`src/rtl/fetch_pc_unit_pkg.sv`:
```
// Shared core constants and types for the instruction-fetch front end.
// Optional perf counters in fetch_pc_unit are enabled by defining FETCH_PERF_CNT_EN.
package fetch_pc_unit_pkg;

   localparam int unsigned PcWidth    = 32;
   localparam int unsigned InstrWidth = 32;

   localparam logic [PcWidth-1:0]    ResetPc  = 32'h4000_0000;
   localparam logic [InstrWidth-1:0] NopInstr = 32'h0000_0013;

   // Fetch increment and word-alignment mask.
   localparam logic [PcWidth-1:0] PcStep    = 32'h0000_0004;
   localparam logic [PcWidth-1:0] WordAlign = 32'hFFFF_FFFC;

   typedef enum logic [1:0] {
      NpcReset,
      NpcRedirect,
      NpcHold,
      NpcSeq
   } npc_sel_e;

   function automatic logic [PcWidth-1:0] word_align(input logic [PcWidth-1:0] addr);
      return addr & WordAlign;
   endfunction

endpackage

```
`src/rtl/fetch_next_pc.sv`:
```
// Combinational next-fetch-address select: reset > redirect > stall > sequential.
module fetch_next_pc
   import fetch_pc_unit_pkg::*;
#(
   parameter logic [PcWidth-1:0] RESET_PC = ResetPc
) (
   input  logic               rst_i,
   input  logic               stall_i,
   input  logic               redirect_i,
   input  logic [PcWidth-1:0] redirect_pc_i,
   input  logic [PcWidth-1:0] pc_i,
   output logic [PcWidth-1:0] next_pc_o
);

   npc_sel_e sel;

   always_comb begin
      sel = NpcSeq;
      if (rst_i) begin
         sel = NpcReset;
      end else if (redirect_i) begin
         sel = NpcRedirect;
      end else if (stall_i) begin
         sel = NpcHold;
      end
   end

   always_comb begin
      next_pc_o = pc_i + PcStep;
      unique case (sel)
         NpcReset:    next_pc_o = RESET_PC;
         NpcRedirect: next_pc_o = word_align(redirect_pc_i);
         NpcHold:     next_pc_o = pc_i;
         NpcSeq:      next_pc_o = pc_i + PcStep;
         default:     next_pc_o = pc_i + PcStep;
      endcase
   end

endmodule

```
`src/rtl/fetch_pc_unit.sv`:
```
// Instruction-fetch front end: fetch PC, sync IMEM address, squash of wrong-path instruction.
// Define FETCH_PERF_CNT_EN to add fetch_count_o / redirect_count_o performance counters.
module fetch_pc_unit
   import fetch_pc_unit_pkg::*;
#(
   parameter logic [PcWidth-1:0]    RESET_PC  = ResetPc,
   parameter logic [InstrWidth-1:0] NOP_INSTR = NopInstr
) (
   input  logic                  clk_i,
   input  logic                  rst_i,
   input  logic                  stall_i,
   input  logic                  redirect_i,
   input  logic [PcWidth-1:0]    redirect_pc_i,
   output logic [PcWidth-1:0]    imem_addr_o,
   input  logic [InstrWidth-1:0] imem_rdata_i,
   output logic [PcWidth-1:0]    pc_out_o,
   output logic [InstrWidth-1:0] inst_out_o,
   output logic                  inst_valid_o,
   output logic                  misalign_o
`ifdef FETCH_PERF_CNT_EN
   ,
   output logic [31:0]           fetch_count_o,
   output logic [31:0]           redirect_count_o
`endif
);

   logic [PcWidth-1:0] pc_q, pc_d;
   logic               valid_q;
   logic               misalign_q, misalign_d;
   logic               inst_valid;

   fetch_next_pc #(
      .RESET_PC(RESET_PC)
   ) u_next_pc (
      .rst_i        (rst_i),
      .stall_i      (stall_i),
      .redirect_i   (redirect_i),
      .redirect_pc_i(redirect_pc_i),
      .pc_i         (pc_q),
      .next_pc_o    (pc_d)
   );

   assign misalign_d = redirect_i & (|redirect_pc_i[1:0]);

   // pc_q resets one word below RESET_PC so the sequential path fetches RESET_PC first.
   always_ff @(posedge clk_i or posedge rst_i) begin
      if (rst_i) begin
         pc_q       <= RESET_PC - PcStep;
         valid_q    <= 1'b0;
         misalign_q <= 1'b0;
      end else begin
         pc_q       <= pc_d;
         valid_q    <= 1'b1;
         misalign_q <= misalign_d;
      end
   end

   // The instruction visible during a redirect cycle is wrong-path.
   assign inst_valid = valid_q & ~redirect_i;

   always_comb begin
      imem_addr_o  = pc_d;
      pc_out_o     = pc_q;
      inst_valid_o = inst_valid;
      inst_out_o   = inst_valid ? imem_rdata_i : NOP_INSTR;
      misalign_o   = misalign_q;
   end

`ifdef FETCH_PERF_CNT_EN
   logic [31:0] fetch_count_q, fetch_count_d;
   logic [31:0] redirect_count_q, redirect_count_d;

   always_comb begin
      fetch_count_d    = fetch_count_q;
      redirect_count_d = redirect_count_q;
      if (inst_valid && !stall_i) begin
         fetch_count_d = fetch_count_q + 32'd1;
      end
      if (redirect_i) begin
         redirect_count_d = redirect_count_q + 32'd1;
      end
   end

   always_ff @(posedge clk_i or posedge rst_i) begin
      if (rst_i) begin
         fetch_count_q    <= 32'd0;
         redirect_count_q <= 32'd0;
      end else begin
         fetch_count_q    <= fetch_count_d;
         redirect_count_q <= redirect_count_d;
      end
   end

   assign fetch_count_o    = fetch_count_q;
   assign redirect_count_o = redirect_count_q;
`endif

endmodule

```
`config.mk`:
```
export PLATFORM = sky130hd
export DESIGN_NAME = fetch_pc_unit
export DESIGN_NICKNAME = d
export VERILOG_FILES = /design/src/rtl/fetch_pc_unit_pkg.sv /design/src/rtl/fetch_next_pc.sv /design/src/rtl/fetch_pc_unit.sv
export SDC_FILE = /design/constraint.sdc
export NUM_CORES = 1
export LEC_CHECK = 0
export CORE_AREA = 2 2 85 87
export CTS_CLUSTER_DIAMETER = 80
export DETAILED_ROUTE_END_ITERATION = 10
export DIE_AREA = 0 0 87 89
export GPL_ROUTABILITY_DRIVEN = 0
export PLACE_DENSITY = 0.79
export SLEW_MARGIN = 10
export SYNTH_ARGS = -nofsm -noshare
export SYNTH_HDL_FRONTEND = slang
export SYNTH_SLANG_ARGS = --single-unit
export TNS_END_PERCENT = 30
```
`constraint.sdc`:
```
create_clock -name clk_i -period 2.4 [get_ports clk_i]
set_input_delay 0.48 -clock clk_i [delete_from_list [all_inputs] [get_ports clk_i]]
set_output_delay 0.48 -clock clk_i [all_outputs]
set_load 0.02 [all_outputs]
```
# Word-level counts from Yosys, hierarchy flattened
# Cells that the tools add are included.
word_totals:
  reg_bits: 34
  latchBits: 0
  ram_bits: 0
  rom_bits: 0
  in_bits: 68
  output_inout_bits: 98
  mem_count: 0
op_classes:
  add_sub_neg: 1
  n_mul: 0
  div: 0
  order_cmp: 0
  n_eq_ne: 3
  shifts: 0
  mux: 5
  bitwise: 3
  reduce_logical: 2
op_table:
  columns: ["cell", "count"]
  rows:
  - ["32-bit one-hot mux with 4 select lines", 1]
  - ["32-bit by 3-bit adder with 32-bit output, second input constant", 1]
  - ["32-bit two-way mux", 1]
  - ["2-bit == test, second input constant", 2]
  - ["2-bit two-way mux", 2]
  - ["1-bit AND", 2]
  - ["2-bit by 1-bit == test with 1-bit output, second input constant", 1]
  - ["2-bit logical NOT", 1]
  - ["2-bit OR reduction", 1]
  - ["1-bit two-way mux", 1]
  - ["1-bit NOT", 1]

# Logic depth before layout (Yosys ltp)
logic_depth:
  word_depth: 5
  depth_mapped: 6
  mapped_depth_nobuf: 6

# Modules after synthesis
# From an unflattened synthesis, not the netlist that was laid out.
unflattened:
  hier_cells: 261
  hier_area_um2: 2394.8
by_module_without_submodules:
  columns: ["mod", "n_inst", "cells_each", "area_per_inst_um2", "seq_area_each_um2"]
  rows:
  - ["fetch_pc_unit", 1, 76, 1217.4, 885.8]
  - ["fetch_next_pc", 1, 185, 1177.4, 0.0]

# Least setup slack after synthesis
# Ideal clock, no wire load.
synth_path:
  kind: "flip-flop to output port"
  startpoint: "register pc_q[2], in the netlist pc_out_o[2]"
  endpoint: "output port imem_addr_o[18]"
  t_arrival_ns: 2.091
  t_required_ns: 1.920
  path_slack_ns: -0.171
  stages_incl_launch_ff: 7
  cell_sequence: "dfstp_2 > ha_1 > nand4b_1 > nor3_2 > nand3_1 > xor2_1 > a211oi_1"
synth_between:
  elab_chain_cells: 2
synth_lines:
  columns: ["element", "line", "source"]
  rows:
  - ["start: declaration", "fetch_pc_unit.sv:27", "logic [PcWidth-1:0] pc_q, pc_d;"]
  - ["start signal: assignment", "fetch_pc_unit.sv:48", "pc_q <= RESET_PC - PcStep;"]
  - ["start signal: assignment", "fetch_pc_unit.sv:52", "pc_q <= pc_d;"]
  - ["32-bit by 3-bit adder with 32-bit output", "fetch_next_pc.sv:34", "NpcSeq: next_pc_o = pc_i + PcStep;"]
  - ["32-bit one-hot mux with 4 select lines", "fetch_next_pc.sv:30", "unique case (sel)"]
  - ["end: declaration", "fetch_pc_unit.sv:14", "output logic [PcWidth-1:0] imem_addr_o,"]
# No other way between the ends.

# Final worst setup path
layout_path:
  startpoint: "register pc_q[15], in the netlist pc_out_o[15]"
  endpoint: "output port imem_addr_o[24]"
# The elaborated chain is that of the path after synthesis.

==> qor.csv <==
stage,metric,value,unit
outcome,status,"finished, violations left",
outcome,violations,negative setup slack,
cells_and_area,num_antenna_cells,0,
cts,clk-insertion-delay-late,0.30,ns
floorplan,initial_core_util,0.343,
cells_and_area,synthToLayoutAreaGrowth,128,%
sta,hold_violations,0,
sta,finalWorstSetupSlack,-0.351,ns
synth,synthCells,252,
synth,ys_ff_latch,34,
grt,antenna_found_initial,0,
grt,first_global_vias,3111,
worst_setup_path,cpPeakStageDelay,0.58,ns
detailed_routing,vias,3215,
detailed_routing,wl,11.9,mm
floorplan,die_h,89,um
sta,min_period,2.75,ns
cts,clk_path_buf_depth,2,
placement,dp_hpwl,7.31,mm
worst_setup_path,crit_required,1.92,ns
hold_path,hold_class,register to register,
detailed_routing,drc,0,
sta,setup_viol,27,
worst_setup_path,end_kind,primary output,
synth,synth_flop_cell,dfstp_2,
synth,yosysTopAreaCell,dfstp_2,
floorplan,core_area,6720,um2
worst_setup_path,crit_path_start,pc_out_o[15],
job,drv_cap,0,
floorplan,fp.dieW,87,um
sta,tns,-6.28,ns
grt,grt_pass1_wl,16.0,mm
worst_setup_path,rr_startpoint,pc_out_o[2],
sta,hold_ws,0.553,ns
sta,worst_clock_skew,0.00954,ns
sta,fmax,364,MHz
placement,portBuffers,165,
synth,synth-edff-count,0,
grt,grt_overflow,0,
cts,htreeDepth,2,
synth,yosysTopAreaCellShare,0.319,
sta,finalMaxSlewViolations,0,
synth,yosys_warnings,0,
floorplan,dieArea,7740,um2
sta,period_share,1.15,
worst_setup_path,crit_top_cell,buf_4,
cts,clkTransAtPathRegs,0.08,ns
cts,cts_buffers,5,
cells_and_area,drive_gt1_frac,0.455,
grt,grt_use_total,0.267,
pwr,peakVddDrop,0.000245,V
detailed_routing,firstDrtPassIters,5,
worst_setup_path,crit_path_top_delay_cell,dfstp_2,
grt,grt_max_degree,23,
worst_setup_path,worstPathCellList,nand4_4 > nor4_4 > buf_4 > nand2_1 > xor2_1 > a211oi_2 > buf_4,
synth,yosysSeqAreaShare,0.384,
synth,async_flop_share,1.00,
floorplan,rows,30,
cells_and_area,utilization,0.783,
synth,postSynthAreaPerCell,9.15,um2
worst_setup_path,path_max_fanout,3,
cts,clock_sinks,34,
worst_setup_path,arrival,2.27,ns
detailed_routing,via_per_inst,5.20,
pwr,cellLeakagePower,0.00250,uW
detailed_routing,drt_iter0_drc,186,
cts,cts_tree,built,
synth,synthTopCellsByArea,"dfstp_2, and2_1, xor2_1",
detailed_routing,postRouteAntennaNets,0,
detailed_routing,post_drt_wl_per_cell,19.3,um
synth,yosys.cell_types.count,41,
worst_setup_path,start_kind,register,
floorplan,io_pins,166,
hold_path,holdCritStartpoint,pc_out_o[1],
pwr,power_density,361,nW/um2
cells_and_area,final_nets,607,
cts,holdBufCountCts,0,
worst_setup_path,path_class,register to primary output,
cts,root_buffer,clkbuf_8,
synth,netlist_area,2300,um2
synth,synth_fp_nets,322,
sta,rsz0062_at_grt,true,
-- kinds of logic after synthesis --
logic type / synth area share
simple gates: 0.334
mux: 0.0174
xor+xnor: 0.106
other cells: 0.00163
compound gates: 0.118
flops: 0.384
fa+ha+maj: 0.0109
buf+inv: 0.0277
-- layout make-up --
type | instances | area (um2)
Timing Repair Buffer | 291 | 2570
Multi-Input combinational cell | 201 | 1600
Fill cell | 419 | 1460
Sequential cell | 34 | 886
Tap cell | 80 | 100
Clock buffer | 7 | 86.3
Inverter | 4 | 15.0
Clock inverter | 1 | 5.00
-- sequential cells by signal (all words and copies together), names as in the netlist --
name	flops
pc_out_o	32
misalign_o	1
valid_q	1
-- cell usage in the layout, fill, tap and decap left out, drive strengths merged, types with 6 or more instances in the layout --
cell / instances
and2: 30
buf: 155
nor3: 7
dlygate4sd2: 33
clkbuf: 9
nor2: 25
a211oi: 12
xor2: 21
dfrtp: 6
nand4: 14
clkdlybuf4s50: 98
nand2: 26
nand3: 9
xnor2: 7
a21oi: 10
dfstp: 28
-- final timing paths --
path | end | slack (ns) | cells after the start
max reg2reg | pc_out_o[12] | 0 | 15
min | pc_out_o[1] | 0.55 | 1
max in group asynchronous | pc_out_o[2] | 1.24 | 4
max | imem_addr_o[24] | -0.35 | 7
min reg2reg | pc_out_o[1] | 0.55 | 1
min in group asynchronous | pc_out_o[30] | 0.88 | 4
-- worst max-delay path, delay by kind of cell (launching register included) --
kind / cells / cell delay, ns
buf+inv: 2 / 0.35
simple gates: 3 / 0.64
compound gates: 1 / 0.23
xor+xnor: 1 / 0.17
flops: 1 / 0.58
-- through the flow --
step	power, uW	setup slack (ns)	instances	instance area (um2)
finish	1900	-0.351	618	5260
global route	1960	-0.422	618	5260
CTS	1840	-0.262	601	5020
detailed placement	1350	-0.866	560	4610
global placement	1340	-0.769	560	4610
floorplan	936	-0.153	252	2310
-- where the power goes --
group / total, uW / internal (uW) / switching [uW]
Combinational: 768 / 406 / 361
Clock: 466 / 232 / 234
Sequential: 666 / 631 / 34.6
Total: 1900 / 1270 / 630
-- repair_timing --
action,in CTS,in global routing
pin swaps,35,25
setup endpoints to repair,64,35
gates resized for setup,219,35
setup buffers,33,18
-- routing by layer --
| layer | up-vias | part of all wire | global-route usage |
|---|---|---|---|
| met2 | 168 | 0.52 | 0.468 |
| met3 | 34 | 0.067 | 0.0591 |
| li1 | 1445 | - | - |
| met4 | 0 | 0.032 | 0.0852 |
| met5 | - | 0 | 0 |
| met1 | 1568 | 0.38 | 0.327 |
-- synth_stat cells (4+ instances only) --
master,n
nand2_1,25
nand2b_1,4
xnor2_1,7
o22ai_1,4
dfrtp_1,6
and2_1,30
o21a_1,4
nor3_1,4
a211oi_2,6
xor2_1,21
nor2_1,24
nand3_1,9
a21oi_1,10
clkbuf_1,11
nand4_1,11
a211oi_1,6
mux2i_1,4
dfstp_2,28
No activity file was read; power rests on OpenSTA's default activity.
